[src/rtl/bus_arbiter_rr.sv]
// bus_arbiter_rr: round-robin N-master bus arbiter with serial slave-address capture.
// Defining ARB_TIMEOUT_EN bounds each tenure to TIMEOUT_CYCLES and pulses timeout_err on forced release.
module bus_arbiter_rr #(
    parameter int NUM_MASTERS    = 4,
    parameter int SLAVE_SEL_W    = 2,
    parameter int MASTER_ID_W    = $clog2(NUM_MASTERS + 1),
    parameter int TIMEOUT_CYCLES = 256
) (
    input  logic                   clk,
    input  logic                   reset,
    input  logic [NUM_MASTERS-1:0] m_request,
    input  logic [NUM_MASTERS-1:0] m_slave_select,
    output logic [NUM_MASTERS-1:0] m_grant,
    output logic [MASTER_ID_W-1:0] bus_grant,
    output logic [SLAVE_SEL_W-1:0] slave_grant,
    output logic                   slave_valid,
    output logic                   busy,
    output logic                   timeout_err
);
    localparam int IDX_W = $clog2(NUM_MASTERS);
    localparam int CNT_W = $clog2(SLAVE_SEL_W + 1);
    typedef enum logic [1:0] {IDLE, ADDR, OCCUPIED} state_t;
    state_t           state;
    logic [IDX_W-1:0] rr_last, pick;
    logic [CNT_W-1:0] cnt;
    logic             owner_req, sel_bit, release_now;
    assign owner_req = m_request[rr_last];
    assign sel_bit   = m_slave_select[rr_last];
    // rr_last doubles as the owner index for the whole tenure
    always_comb begin
        pick = rr_last;
        for (int i = NUM_MASTERS; i >= 1; i--)
            if (m_request[(int'(rr_last) + i) % NUM_MASTERS])
                pick = IDX_W'((int'(rr_last) + i) % NUM_MASTERS);
    end
`ifdef ARB_TIMEOUT_EN
    localparam int HOLD_W = $clog2(TIMEOUT_CYCLES + 1);
    logic [HOLD_W-1:0] hold;
    assign release_now = state != IDLE &&
                         (!owner_req || (state == OCCUPIED && hold == HOLD_W'(TIMEOUT_CYCLES - 1)));
`else
    assign release_now = state != IDLE && !owner_req;
    assign timeout_err = 1'b0;
`endif
    always_ff @(posedge clk) begin
        if (reset) begin
            state       <= IDLE;
            m_grant     <= '0;
            bus_grant   <= '0;
            slave_grant <= '0;
            slave_valid <= 1'b0;
            busy        <= 1'b0;
            rr_last     <= IDX_W'(NUM_MASTERS - 1);
            cnt         <= '0;
`ifdef ARB_TIMEOUT_EN
            hold        <= '0;
            timeout_err <= 1'b0;
`endif
        end else begin
`ifdef ARB_TIMEOUT_EN
            timeout_err <= 1'b0;
`endif
            if (state == IDLE) begin
                if (|m_request) begin
                    state       <= ADDR;
                    m_grant     <= NUM_MASTERS'(1) << pick;
                    bus_grant   <= MASTER_ID_W'(pick) + MASTER_ID_W'(1);
                    busy        <= 1'b1;
                    rr_last     <= pick;
                    cnt         <= '0;
                    slave_grant <= '0;
                end
            end else if (release_now) begin
                state       <= IDLE;
                m_grant     <= '0;
                bus_grant   <= '0;
                busy        <= 1'b0;
                slave_valid <= 1'b0;
                cnt         <= '0;
`ifdef ARB_TIMEOUT_EN
                timeout_err <= owner_req;
`endif
            end else if (state == ADDR) begin
                slave_grant <= slave_grant | (SLAVE_SEL_W'(sel_bit) << cnt);
                cnt         <= cnt + CNT_W'(1);
                if (cnt == CNT_W'(SLAVE_SEL_W - 1)) begin
                    state       <= OCCUPIED;
                    slave_valid <= 1'b1;
`ifdef ARB_TIMEOUT_EN
                    hold        <= '0;
`endif
                end
            end else begin
`ifdef ARB_TIMEOUT_EN
                hold <= hold + HOLD_W'(1);
`endif
            end
        end
    end
endmodule

[config.mk]
export PLATFORM = sky130hd
export DESIGN_NAME = bus_arbiter_rr
export DESIGN_NICKNAME = d
export VERILOG_FILES = /design/src/rtl/bus_arbiter_rr.sv
export SDC_FILE = /design/constraint.sdc
export NUM_CORES = 1
export LEC_CHECK = 0
export BUFFER_PORTS_ARGS = -buffer_cell sky130_fd_sc_hd__buf_2
export CAP_MARGIN = 30
export CORE_MARGIN = 3
export CORE_UTILIZATION = 35
export DETAILED_ROUTE_END_ITERATION = 8
export PLACE_DENSITY = 0.62
export SLEW_MARGIN = 30
export SYNTH_ARGS = -nofsm -noshare
export SYNTH_HDL_FRONTEND = slang
export SYNTH_SLANG_ARGS = --single-unit
[constraint.sdc]
create_clock -name clk -period 5.1 [get_ports clk]
set_input_delay 0 -clock clk [delete_from_list [all_inputs] [get_ports clk]]
set_output_delay 0 -clock clk [all_outputs]
set_load 0.02 [all_outputs]
# Word level (Yosys, flattened, before mapping)
# Cells that the tools add are included.
dict set report classes {
  n_eq_ne 4
  mux 44
  add_sub_neg 6
  shift 2
  n_reduce_logical 21
  n_lt_le_gt_ge 5
  bitwise 6
}
# op count
set ops {}
lappend ops {{two-way mux 2 bit} 16}
lappend ops {{< comparator 3 x 4 -> 1 bit (second input constant)} 4}
lappend ops {{two-way mux 1 bit} 16}
lappend ops {{binary-select mux 1 bit (select 2 bit)} 6}
lappend ops {{two-way mux 4 bit} 3}
lappend ops {{nonzero test 2 bit} 5}
lappend ops {{two-way mux 3 bit} 3}
lappend ops {{AND reduction 3 bit} 3}
lappend ops {{OR reduction 2 bit} 4}
lappend ops {{adder 2 x 1 -> 2 bit (second input constant)} 3}
lappend ops {{AND reduction 2 bit} 3}
lappend ops {{nonzero test 3 bit} 2}
lappend ops {{adder 2 bit (second input constant)} 2}
lappend ops {{bitwise AND 1 bit (first input constant)} 4}
lappend ops {{== test 2 x 1 -> 1 bit (second input constant)} 2}
lappend ops {{inequality test 2 x 1 -> 1 bit (second input constant)} 2}
lappend ops {{OR reduction 4 bit} 1}
lappend ops {{<< shifter 1 x 2 -> 4 bit (first input constant)} 1}
lappend ops {{adder 2 x 1 -> 3 bit (second input constant)} 1}
lappend ops {{< comparator 2 x 3 -> 1 bit (second input constant)} 1}
lappend ops {{logical NOT 2 bit} 1}
lappend ops {{OR 2 bit} 1}
lappend ops {{<< shifter 1 x 2 -> 2 bit} 1}
lappend ops {{logical AND 1 bit} 1}
lappend ops {{2 further kinds} 2}
dict set report word_totals {
  input_bits 10
  reg_bits 17
}

# Depth between registers and ports, before layout
dict set report logic_depth {
  depth_word 13
  depth_mapped 7
  depth_no_buf 6
}

# Least setup slack after synthesis
# Ideal clock, no wire load.
dict set report synth_path {
  kind {reg2reg}
  startpoint {register rr_last[1]}
  endpoint {register bus_grant[1]}
  path_stages_with_launch 8
  t_arrival_ns 1.646
  setup_ns 0.071
  n_path_buf 1
  path_slack_ns 3.384
  path_cell_list {dfxtp_1 > buf_2 > mux2i_1 > nor2_1 > nor3_1 > ha_1 > nand2b_1 > a21oi_1}
}
dict set report synth_between {
  elab_chain_cells 11
}
# element line
set synth_rtl {}
lappend synth_rtl {{start: declaration} 24} ;# logic [IDX_W-1:0] rr_last, pick;
lappend synth_rtl {{start signal: assignment} 53} ;# rr_last <= IDX_W'(NUM_MASTERS - 1);
lappend synth_rtl {{start signal: assignment} 69} ;# rr_last <= pick;
lappend synth_rtl {{adder 2 x 1 -> 2 bit} {33, 34}}
lappend synth_rtl {{binary-select mux 1 bit (select 2 bit)} 33} ;# if (m_request[(int'(rr_last) + i) % NUM_MASTERS])
lappend synth_rtl {{two-way mux 1 bit (implied by the code) (2 in series)} 33}
lappend synth_rtl {{two-way mux 2 bit (4 in series)} 33}
lappend synth_rtl {{adder 2 x 1 -> 3 bit} 67} ;# bus_grant <= MASTER_ID_W'(pick) + MASTER_ID_W'(1);
lappend synth_rtl {{two-way mux 3 bit} 64} ;# if (|m_request) begin
lappend synth_rtl {{two-way mux 3 bit} 63} ;# if (state == IDLE) begin
lappend synth_rtl {{end signal: assignment} 67}
lappend synth_rtl {{end: declaration} 14} ;# output logic [MASTER_ID_W-1:0] bus_grant,
# Several ways; a longest one is shown, not always the timed one. The select of a mux whose other input is x is not followed.
# A chain may end at the register's enable or synchronous reset.

# Worst setup path in the final report
# Same ends and word-level chain as after synthesis.

==> out/metrics.cfg <==
[pwr]
vdd_ir_drop_max_mv = 0.152
p_sw_uw = 101
power.share.switching_pct = 31.8
p_comb_share_pct = 27.0
leakagePower_uw = 0.000434
pwr-share-seq_pct = 46.9
power_density_nw_per_um2 = 327
clkPwrFrac_pct = 26.0
intPower_uw = 217

[synth]
ys_ff_latch = 16
synth_nets = 107
synth.avg_cell_area_um2 = 8.76
postSynthCellCount = 95
ys_types = 35
synth_area_um2 = 832
yosys_warnings = 0
ys_seq_area_share_pct = 38.5

[global_routing]
grt_pass1_vias = 638
grtUsageTotal_pct = 12.2
grt_start_max_net_pins = 20
grt_antenna_before_repair = 0
overflow = 0
grt_pass1_wl_mm = 2.66

[sta]
whs_ns = 0.0699
slew_headroom_pct = 53.6
drv_slew = 0
rsz0062_at_grt = no
finalCriticalPeriod_ns = 2.02
hold_violations = 0
tns_ns = 0
fmax_mhz = 495
min_period_over_period_pct = 39.6
tightestPinTransition_ns = 0.690
finalSetupViolations = 0
fin_ws_ns = 3.08
fin_skew_ns = 0.00526

[die]
die_h_um = 54.8
die_w_um = 54.8
initial_core_util_pct = 37.3
core_um2 = 2230
die_area_um2 = 3000
pin_count = 22
rows = 17

[critical_path]
cp.arrival_ns = 2.24
path_max_fanout = 10
end_kind = flop
path_class = reg2reg
startpoint_type = flop
critPathRequiredTime_ns = 5.32

[cts]
cts_resized = 0
clk_pin_slew_ns = 0.10
cts_root_buf = clkbuf_4
cts-buffers-inserted = 3
cts_hold_buf = 0
clockBufferDepth = 2
clock_latency_ns = 0.28
h-tree-depth = 1
post_cts_buffers = 0
cts_sinks = 16
tritoncts = built

[route]
drt-vias-per-instance = 5.24
drc = 0
drt-wirelength-per-cell_um = 12.0
ant_nets = 0
dr.pass1.iters = 4
first_iter_violations = 7
wl_mm = 1.70
via_count = 739

[final_layout]
fin_area_um2 = 971
antennaDiodeCount = 0
drive_above_1_share_pct = 25.7
fillers = 245
layout.nets = 126
syn_to_final_growth_pct = 16.7
fin_cells = 141

[place]
hpwl_mm = 1.29
numPortBuffers = 20
place_ws_ns = 3.10
place_congestion = 0.684
dpl.cell_count = 137
place_area_um2 = 935

[run]
drv_cap = 0

[outcome]
status = finished clean

[hold_path]
min_path_type = in2reg

-- cells by family after synthesis --
family,count (synthesis),share of synthesized area (%)
simple gates,40,26.9
compound gates,21,17.4
flops,16,38.5
buf+inv,12,6.62
mux,3,7.07
fa+ha+maj,2,3.01
other cells,1,0.451
-- registers in the layout (all words and copies together), names as in the netlist --
name         flops
slave_grant      2
m_grant          4
rr_last          2
bus_grant        2
state            2
slave_valid      1
cnt              2
busy             1
-- worst paths after layout --
check,startpoint,to,slack (ns),cells after the start
setup / recovery,rr_last[1],bus_grant[1],3.08,6
hold / removal,reset,cnt[1],0.07,2
setup reg to reg,rr_last[1],bus_grant[1],3.08,6
hold reg to reg,m_grant[2],m_grant[2],0.47,2
-- synth_stat cells (all sizes together) --
library cell,count,area share [%]
a22oi,1,0.90
nor2b,2,1.5
nor2,10,4.5
inv,6,2.7
nand3,3,1.8
conb,1,0.45
o21ai,1,0.60
clkbuf,2,0.90
or2b,1,0.90
nand2,6,2.7
nand3b,1,0.90
o2bb2ai,1,1.1
and3b,1,1.1
o31ai,1,1.5
dfxtp,16,38
nor3,4,2.4
a21oi,10,6.0
or2,1,0.75
nor4,1,0.75
and3,3,3.5
mux4,2,5.9
a211o,1,1.1
ha,2,3.0
o41ai,2,2.1
buf,4,3.0
nand2b,3,2.3
a22o,3,3.2
nand4b,2,2.1
a31o,1,1.1
nor4b,1,1.1
mux2i,1,1.2
or3,1,0.75
-- layout by cell type, fill, tap and decap left out, drive strengths merged, types with 3 or more instances in the layout --
cell	instances
buf	20
nor2	10
nand2	6
nand2b	3
a22o	3
a21oi	10
dfxtp	16
clkbuf	4
nor3	4
nand3	3
and3	3
inv	6
-- layout make-up --
type	instances	area, µm²	area share, %
multi-input combinational	67	457	47.0
sequential	16	320	33.0
timing repair buffer	20	100	10.3
clock buffer	4	36.3	3.74
tap	28	35.0	3.61
inverter	6	22.5	2.32
-- per-layer routing --
layer / track usage (%) / up-vias / wire, µm
li1: - / 374 / -
met1: 15.5 / 346 / 822
met2: 19.7 / 17 / 783
met3: 1.63 / 2 / 77
met4: 6.22 / 0 / 16
met5: 0 / - / 0
-- per-stage QoR --
| step | power (µW) | util [%] |
|---|---|---|
| after global routing | 340 | 43.5 |
| after detailed placement | 239 | 41.8 |
| final | 318 | 43.5 |
| after global placement | 236 | 41.8 |
| after CTS | 324 | 43.5 |
| after floorplan | 216 | - |
-- power by group through the flow --
stage               clock network (µW)  registers (µW)  logic, µW
floorplan                            0             158       58.2
global placement                     0             151       85.1
finish                            82.8             149       85.9
detailed placement                   0             153       86.5
CTS                               87.7             150       86.9
global route                      91.9             152       96.7
-- critical path: stages, from the launching register on --
cell	delay, ns
dfxtp_1	0.52
mux2i_1	0.23
nor2_1	0.06
nor3_1	0.54
ha_1	0.33
nand2b_1	0.14
a21oi_1	0.14
No activity file was read; power rests on OpenSTA's default activity.
